File: src/rtl/mul_pipe_unit.sv
// Pipelined tagged multiplier: STAGES register stages with bubble collapse, flush and high/low half select.
// Optional SIGNED_MUL_EN: honour in_signed as a two's-complement request (immediate stays zero-extended).
module mul_pipe_unit #(
  parameter int DATA_W = 16,
  parameter int TAG_W  = 5,
  parameter int IMM_W  = 5,
  parameter int STAGES = 3
) (
  input  logic                      clk,
  input  logic                      rst_n,
  input  logic                      in_valid,
  output logic                      in_ready,
  input  logic [DATA_W+TAG_W-1:0]   in_r0,
  input  logic [DATA_W+TAG_W-1:0]   in_r1,
  input  logic [IMM_W-1:0]          in_imm,
  input  logic                      in_imm_sel,
  input  logic                      in_high,
  input  logic                      in_signed,
  input  logic                      flush,
  output logic                      out_valid,
  input  logic                      out_ready,
  output logic [DATA_W+2*TAG_W-1:0] out_res,
  output logic                      busy
);

  localparam int PW = 2 * DATA_W;

  logic [DATA_W-1:0] op_a;
  logic [DATA_W-1:0] op_b;
  logic [TAG_W-1:0]  tag0;
  logic [TAG_W-1:0]  tag1;
  logic              ext_a;
  logic              ext_b;
  logic [PW-1:0]     prod;
  logic              accept;

  logic [STAGES-1:0] vld;
  logic [STAGES-1:0] adv;
  logic [STAGES-1:0] high_q;
  logic [PW-1:0]     prod_q [STAGES];
  logic [TAG_W-1:0]  t0_q   [STAGES];
  logic [TAG_W-1:0]  t1_q   [STAGES];

  assign op_a = in_r0[TAG_W +: DATA_W];
  assign op_b = in_imm_sel ? {{(DATA_W-IMM_W){1'b0}}, in_imm} : in_r1[TAG_W +: DATA_W];
  assign tag0 = in_r0[TAG_W-1:0];
  assign tag1 = in_r1[TAG_W-1:0] & ~{TAG_W{in_imm_sel}};

`ifdef SIGNED_MUL_EN
  assign ext_a = in_signed & op_a[DATA_W-1];
  assign ext_b = in_signed & op_b[DATA_W-1];
`else
  logic unused_signed;
  assign unused_signed = in_signed;
  assign ext_a = 1'b0;
  assign ext_b = 1'b0;
`endif

  // Sign-extending to 2*DATA_W and truncating gives the signed product without a signed type.
  assign prod = {{DATA_W{ext_a}}, op_a} * {{DATA_W{ext_b}}, op_b};

  // Stage i moves on when some later stage has a hole or the consumer takes the output.
  for (genvar i = 0; i < STAGES; i++) begin : g_adv
    localparam int LO = (i + 1 < STAGES) ? i + 1 : STAGES - 1;
    assign adv[i] = out_ready || !(&vld[STAGES-1:LO]);
  end

  assign in_ready = rst_n && adv[0] && !flush;
  assign accept   = in_valid && in_ready;

  always_ff @(posedge clk or negedge rst_n) begin
    if (!rst_n) begin
      vld    <= '0;
      high_q <= '0;
      for (int i = 0; i < STAGES; i++) begin
        prod_q[i] <= '0;
        t0_q[i]   <= '0;
        t1_q[i]   <= '0;
      end
    end else begin
      if (flush) begin
        vld[0] <= 1'b0;
      end else if (adv[0]) begin
        vld[0] <= accept;
      end
      if (accept) begin
        prod_q[0] <= prod;
        high_q[0] <= in_high;
        t0_q[0]   <= tag0;
        t1_q[0]   <= tag1;
      end
      for (int i = 1; i < STAGES; i++) begin
        if (flush) begin
          vld[i] <= 1'b0;
        end else if (adv[i-1]) begin
          vld[i] <= vld[i-1];
        end else if (adv[i]) begin
          vld[i] <= 1'b0;
        end
        // Payload only moves with a valid op so an emptied output keeps its last value.
        if (adv[i-1] && vld[i-1]) begin
          prod_q[i] <= prod_q[i-1];
          high_q[i] <= high_q[i-1];
          t0_q[i]   <= t0_q[i-1];
          t1_q[i]   <= t1_q[i-1];
        end
      end
    end
  end

  assign out_valid = vld[STAGES-1];
  assign out_res   = {high_q[STAGES-1] ? prod_q[STAGES-1][PW-1:DATA_W] : prod_q[STAGES-1][DATA_W-1:0],
                      t1_q[STAGES-1], t0_q[STAGES-1]};
  assign busy      = |vld;

endmodule

File: config.mk
export PLATFORM = sky130hd
export DESIGN_NAME = mul_pipe_unit
export DESIGN_NICKNAME = d
export VERILOG_FILES = /design/src/rtl/mul_pipe_unit.sv
export SDC_FILE = /design/constraint.sdc
export NUM_CORES = 1
export LEC_CHECK = 0
export CORE_MARGIN = 2
export CORE_UTILIZATION = 40
export DETAILED_ROUTE_END_ITERATION = 8
export GPL_ROUTABILITY_DRIVEN = 0
export SLEW_MARGIN = 20
export SYNTH_ARGS = -nofsm -noshare
export SYNTH_HDL_FRONTEND = slang
export SYNTH_SLANG_ARGS = --single-unit
File: constraint.sdc
create_clock -name clk -period 2.45 [get_ports clk]
set_input_delay 0.49 -clock clk [delete_from_list [all_inputs] [get_ports clk]]
set_output_delay 0.49 -clock clk [all_outputs]
set_load 0.1 [all_outputs]
---- Yosys cells after proc, flatten, opt, wreduce, memory -nomap -nowiden ----
Cells that the tools add are included.
operators by class
  multipliers ............................. 1
  multiplexer cells ....................... 9
  bitwise logic cells ..................... 2
  reduce and logical (&&, ||, !) cells .... 15
operators by type and width
  kind                 count
  $mul A16 B16 Y32     1
  $mux W16             2
  $mux W1              7
  $and A5 B5 Y5        1
  $logic_and A1 B1 Y1  5
  $not A5 Y5           1
  $reduce_bool A2 Y1   2
  $logic_not A1 Y1     3
  $reduce_bool A3 Y1   1
  $reduce_or A3 Y1     1
  $logic_or A1 B1 Y1   2
  $reduce_and A2 Y1    1
storage, ports and cells
  bits in registers ....................... 132
  bits of input ports ..................... 55
  output and inout bits ................... 29
  word-level logic and storage cells ...... 42

---- Depth between registers and ports, before layout ----
  word-level depth ........................ 8
  mapped depth ............................ 23
  depth with buffers taken out ............ 20

---- Worst setup path before layout ----
OpenSTA, ideal clock, no wires.
  path type ............................... input to register
  start point ............................. input in_imm_sel
  end point ............................... register prod_q[93] (netlist name)
  setup time .............................. 0.126 ns
  data arrival time ....................... 5.971 ns
  required time ........................... 2.324 ns
  path slack .............................. -3.647 ns
  stages on the path ...................... 20
  buffers on the path ..................... 2
  cells stage by stage .................... buf_1 mux2_2 clkbuf_1 nand2_1 fa_1 fa_1 inv_1 fa_1 fa_1 fa_1 inv_1 fa_1 inv_1 ha_1 a21oi_1 o211ai_1 a21o_1 a31oi_1 o21ai_0 a221o_1
between the ends
  word-level cells in the longest chain between the ends .. 2
ends and longest elaborated chain
  item                            line  text
  start: declaration              16    input logic in_imm_sel,
  $mux W16                        45    assign op_b = in_imm_sel ? {{(DATA_W-IMM_W){1'b0}}, in_imm} : in_r1[TAG_W +: DATA_W];
  $mul A16 B16 Y32                60    assign prod = {{DATA_W{ext_a}}, op_a} * {{DATA_W{ext_b}}, op_b};
  end signal: indexed assignment  102   prod_q[i] <= prod_q[i-1];
  end: declaration                40    logic [PW-1:0] prod_q [STAGES];
Every way passes these cells.
A chain may end at the register's enable or synchronous reset.

---- Final worst setup path ----
  start point ............................. input in_imm_sel
  end point ............................... register prod_q[90] (netlist name)
Same word-level chain as after synthesis.

==> impl_metrics.ini <==
[status]
status = finished, violations left
failed_checks = setup timing

[global_route]
first_global_vias = 11600
grt_max_degree = 78
grt_antenna_before_repair = 2
grtUsageTotal = 0.204
overflow = 0
global_route_wire_length_before_repair_um = 58600

[worst_setup_path]
timing.critical_path.fanout_max = 7
cp_data_required_time_ns = 2.79
critical_path.endpoint_type = flop
worst_ep_arrival_time_ns = 5.95
worstSetupStartpointType = input pin
cp_cell_sequence = buf_12 -> buf_12 -> mux2_4 -> buf_4 -> nand2_2 -> fa_1 -> fa_2 -> fa_2 -> inv_2 -> fa_2 -> fa_1 -> fa_1 -> ha_4 -> buf_4 -> nand2_2 -> buf_4 -> o41ai_4 -> a21oi_2 -> or4_1 -> nand3_1
cp_slowest_cell = fa_2
timing.critical_path.from = in_imm_sel
timing.critical_path.slowest_cell_delay_ns = 0.55
r2r_start = vld[2]
timing.setup.critical_path_class = input pin to flop

[logic_synthesis]
syn_nets = 1745
synth_warnings = 0
netlist_area_um2 = 13900
ys_top_cells_by_area = fa_1 28%, dfrtp_1 24%, ha_1 9.4%, mux2_2 8.7%, inv_1 6.0%
yosysTopAreaCell = fa_1
synthDistinctLibCells = 63
synth.ff_latch_count = 132
synth-edff-count = 0
synth_top_area_share = 0.279
synth_seq_area_share = 0.238
synth_flop_cell = dfrtp_1
syn-mean-instance-area_um2 = 9.99
synth_async_sr_flop_share = 1.00
postSynthCellCount = 1392

[finish]
post_route_cells_drive_above_1_share = 0.381
final_area_um2 = 19300
nets = 2017
multi_input_area_um2 = 10700
layout.filler_cells = 2930
areaGrowthSynthToFinish_pct = 39.1
seq_area_um2 = 3310

[route]
ant_nets = 0
drtPass1Iterations = 4
drc_errors = 0
finalWirelength_um = 35400
drt_iter0_drc = 457
routedWlPerCell_um = 16.6
detail_route.vias_per_cell = 4.94
routed-via-count = 10500

[run]
max_cap_viol_count = 0

[place]
port-buffer-count = 82
post_dp_cell_area_um2 = 17000
dpl.hpwl_um = 27200

[floorplan]
initial_cell_density_of_the_core = 0.404
design.portCount = 84
rows = 68
die-height_um = 190
die-area_um2 = 36300
floorplan.die.width_um = 190
coreArea_um2 = 34400

[clocking]
clk_root_buffer_cell = clkbuf_16
clock_insertion_delay_worst_skew_ns = 0.41
numCtsBuffers = 17
cts.reportedPaths.clkPinSlew_ns = 0.06
number_of_h_tree_levels = 4
tritoncts = yes
clock-sinks = 132
clock_tree.buffer_depth = 2

[sta]
clock_skew_ns = 0.0108
hold_viol_final = 0
timing.final.crit_share = 2.29
timing.final.max_slew_violations = 0
max_freq_ghz = 0.178
slew_at_the_pin_with_the_worst_max_slew_slack_ns = 0.929
worst_setup_slack_after_layout_ns = -3.16
final.hold.worst_slack_ns = 0.422
setup_viol_count_final = 29
setup_repair_after_global_routing_missed_its_margin = true
period_minus_slack_ns = 5.61
max_slew_margin = 0.381

[min_path]
min_path_type = input pin to asynchronous set/reset pin
-- per-layer routing --
metal	track usage	share of wire	routed length [µm]
met1	0.260	0.42	15000
met3	0.0291	0.038	1330
met4	0.0632	0.023	802
met2	0.357	0.52	18300
met5	0	0	0
-- cell usage after synthesis (all sizes together), types with 2 or more instances --
library cell,count
inv,224
nand2,220
fa,194
dfrtp,132
and2,109
mux2,107
ha,104
clkbuf,50
a21oi,33
o21ai,33
nor2b,26
buf,20
nor2,17
xnor2,15
a21o,13
xor2,9
nand3,8
o21a,7
nand3b,6
nand2b,5
nor3,5
a211oi,4
o211ai,4
o31ai,4
a31oi,3
nand4,3
nor3b,3
o311ai,3
or2,3
a211o,2
a31o,2
and3,2
nor4,2
o211a,2
or3,2
or4,2
-- layout make-up --
| class | count | area share |
|---|---|---|
| Inverter | 224 | 0.0435 |
| Clock buffer | 19 | 0.0229 |
| Multi-Input combinational cell | 966 | 0.555 |
| Antenna cell | 2 | 0.000259 |
| Tap cell | 455 | 0.0294 |
| Sequential cell | 132 | 0.171 |
| Clock inverter | 13 | 0.00776 |
| Timing Repair Buffer | 323 | 0.170 |
-- final timing paths --
check                             endpoint  depth (start not counted)  slack, ns
worst max register to register    t1_q[14]                          7       0.51
worst min register to register  prod_q[64]                          2       0.47
max in group asynchronous        high_q[2]                          3       0.91
min in group clk                prod_q[64]                          2       0.47
worst min-delay path                vld[1]                          2       0.42
worst max-delay path            prod_q[90]                         20      -3.16
-- placed cells by master (no fill, tap or decap), types with 15 or more instances in the layout --
cell	count
mux2_2	104
inv_2	30
ha_1	69
buf_12	43
buf_4	175
fa_2	18
clkbuf_16	17
dfrtp_1	130
nor2_1	15
nand2_1	188
fa_1	176
nand2_2	22
o21ai_1	16
dlygate4sd2_1	24
inv_1	194
clkdlybuf4s50_1	19
nor2b_1	15
buf_6	50
and2_1	95
ha_4	33
-- sequential cells by signal, summed over array words and instances (netlist names) --
signal,cells
t0_q,10
t1_q,10
prod_q,96
high_q,3
vld,3
out_res,10
-- worst max-delay path, delay by kind of cell --
kind / cells / cell delay [ns]
buffers and inverters: 6 / 0.70
AOI/OAI and AO/OA: 2 / 0.49
muxes: 1 / 0.35
adders and majority gates: 7 / 3.30
and+or+nand+nor: 4 / 0.63
-- stage by stage --
| step | utilization | setup WS [ns] | cells | setup TNS (ns) |
|---|---|---|---|---|
| after floorplan | - | -3.23 | 1392 | -76.71 |
| after global placement | 0.496 | -4.02 | 2027 | -103.17 |
| after detailed placement | 0.496 | -4.10 | 2027 | -104.89 |
| after CTS | 0.551 | -3.15 | 2115 | -76.13 |
| after global routing | 0.563 | -3.30 | 2134 | -80.33 |
| final | 0.563 | -3.16 | 2134 | -76.44 |
-- logic make-up (layout without fill, tap and decap cells) --
| family | Yosys count | in the layout | share of synthesized area |
|---|---|---|---|
| simple gates | 414 | 414 | 0.145 |
| mux | 108 | 108 | 0.0874 |
| other cells | 0 | 2 | 0 |
| buf+inv | 294 | 579 | 0.0829 |
| compound gates | 122 | 122 | 0.0593 |
| flops | 132 | 132 | 0.238 |
| xor+xnor | 24 | 24 | 0.0151 |
| fa+ha+maj | 298 | 298 | 0.373 |
-- timing repair --
item                                    in CTS  in global routing
buffers inserted                            55                 19
cloned                                       1                  0
hold buffers                                 1                  0
endpoints found under the setup margin      30                 45
gates resized for setup                    240                 67
hold endpoints to repair                     2                  0
pin swaps                                  137                 77
Power is left out: the tool's default activity adds up to more than one toggle a clock period on the data nets, which glitch-free logic cannot reach.
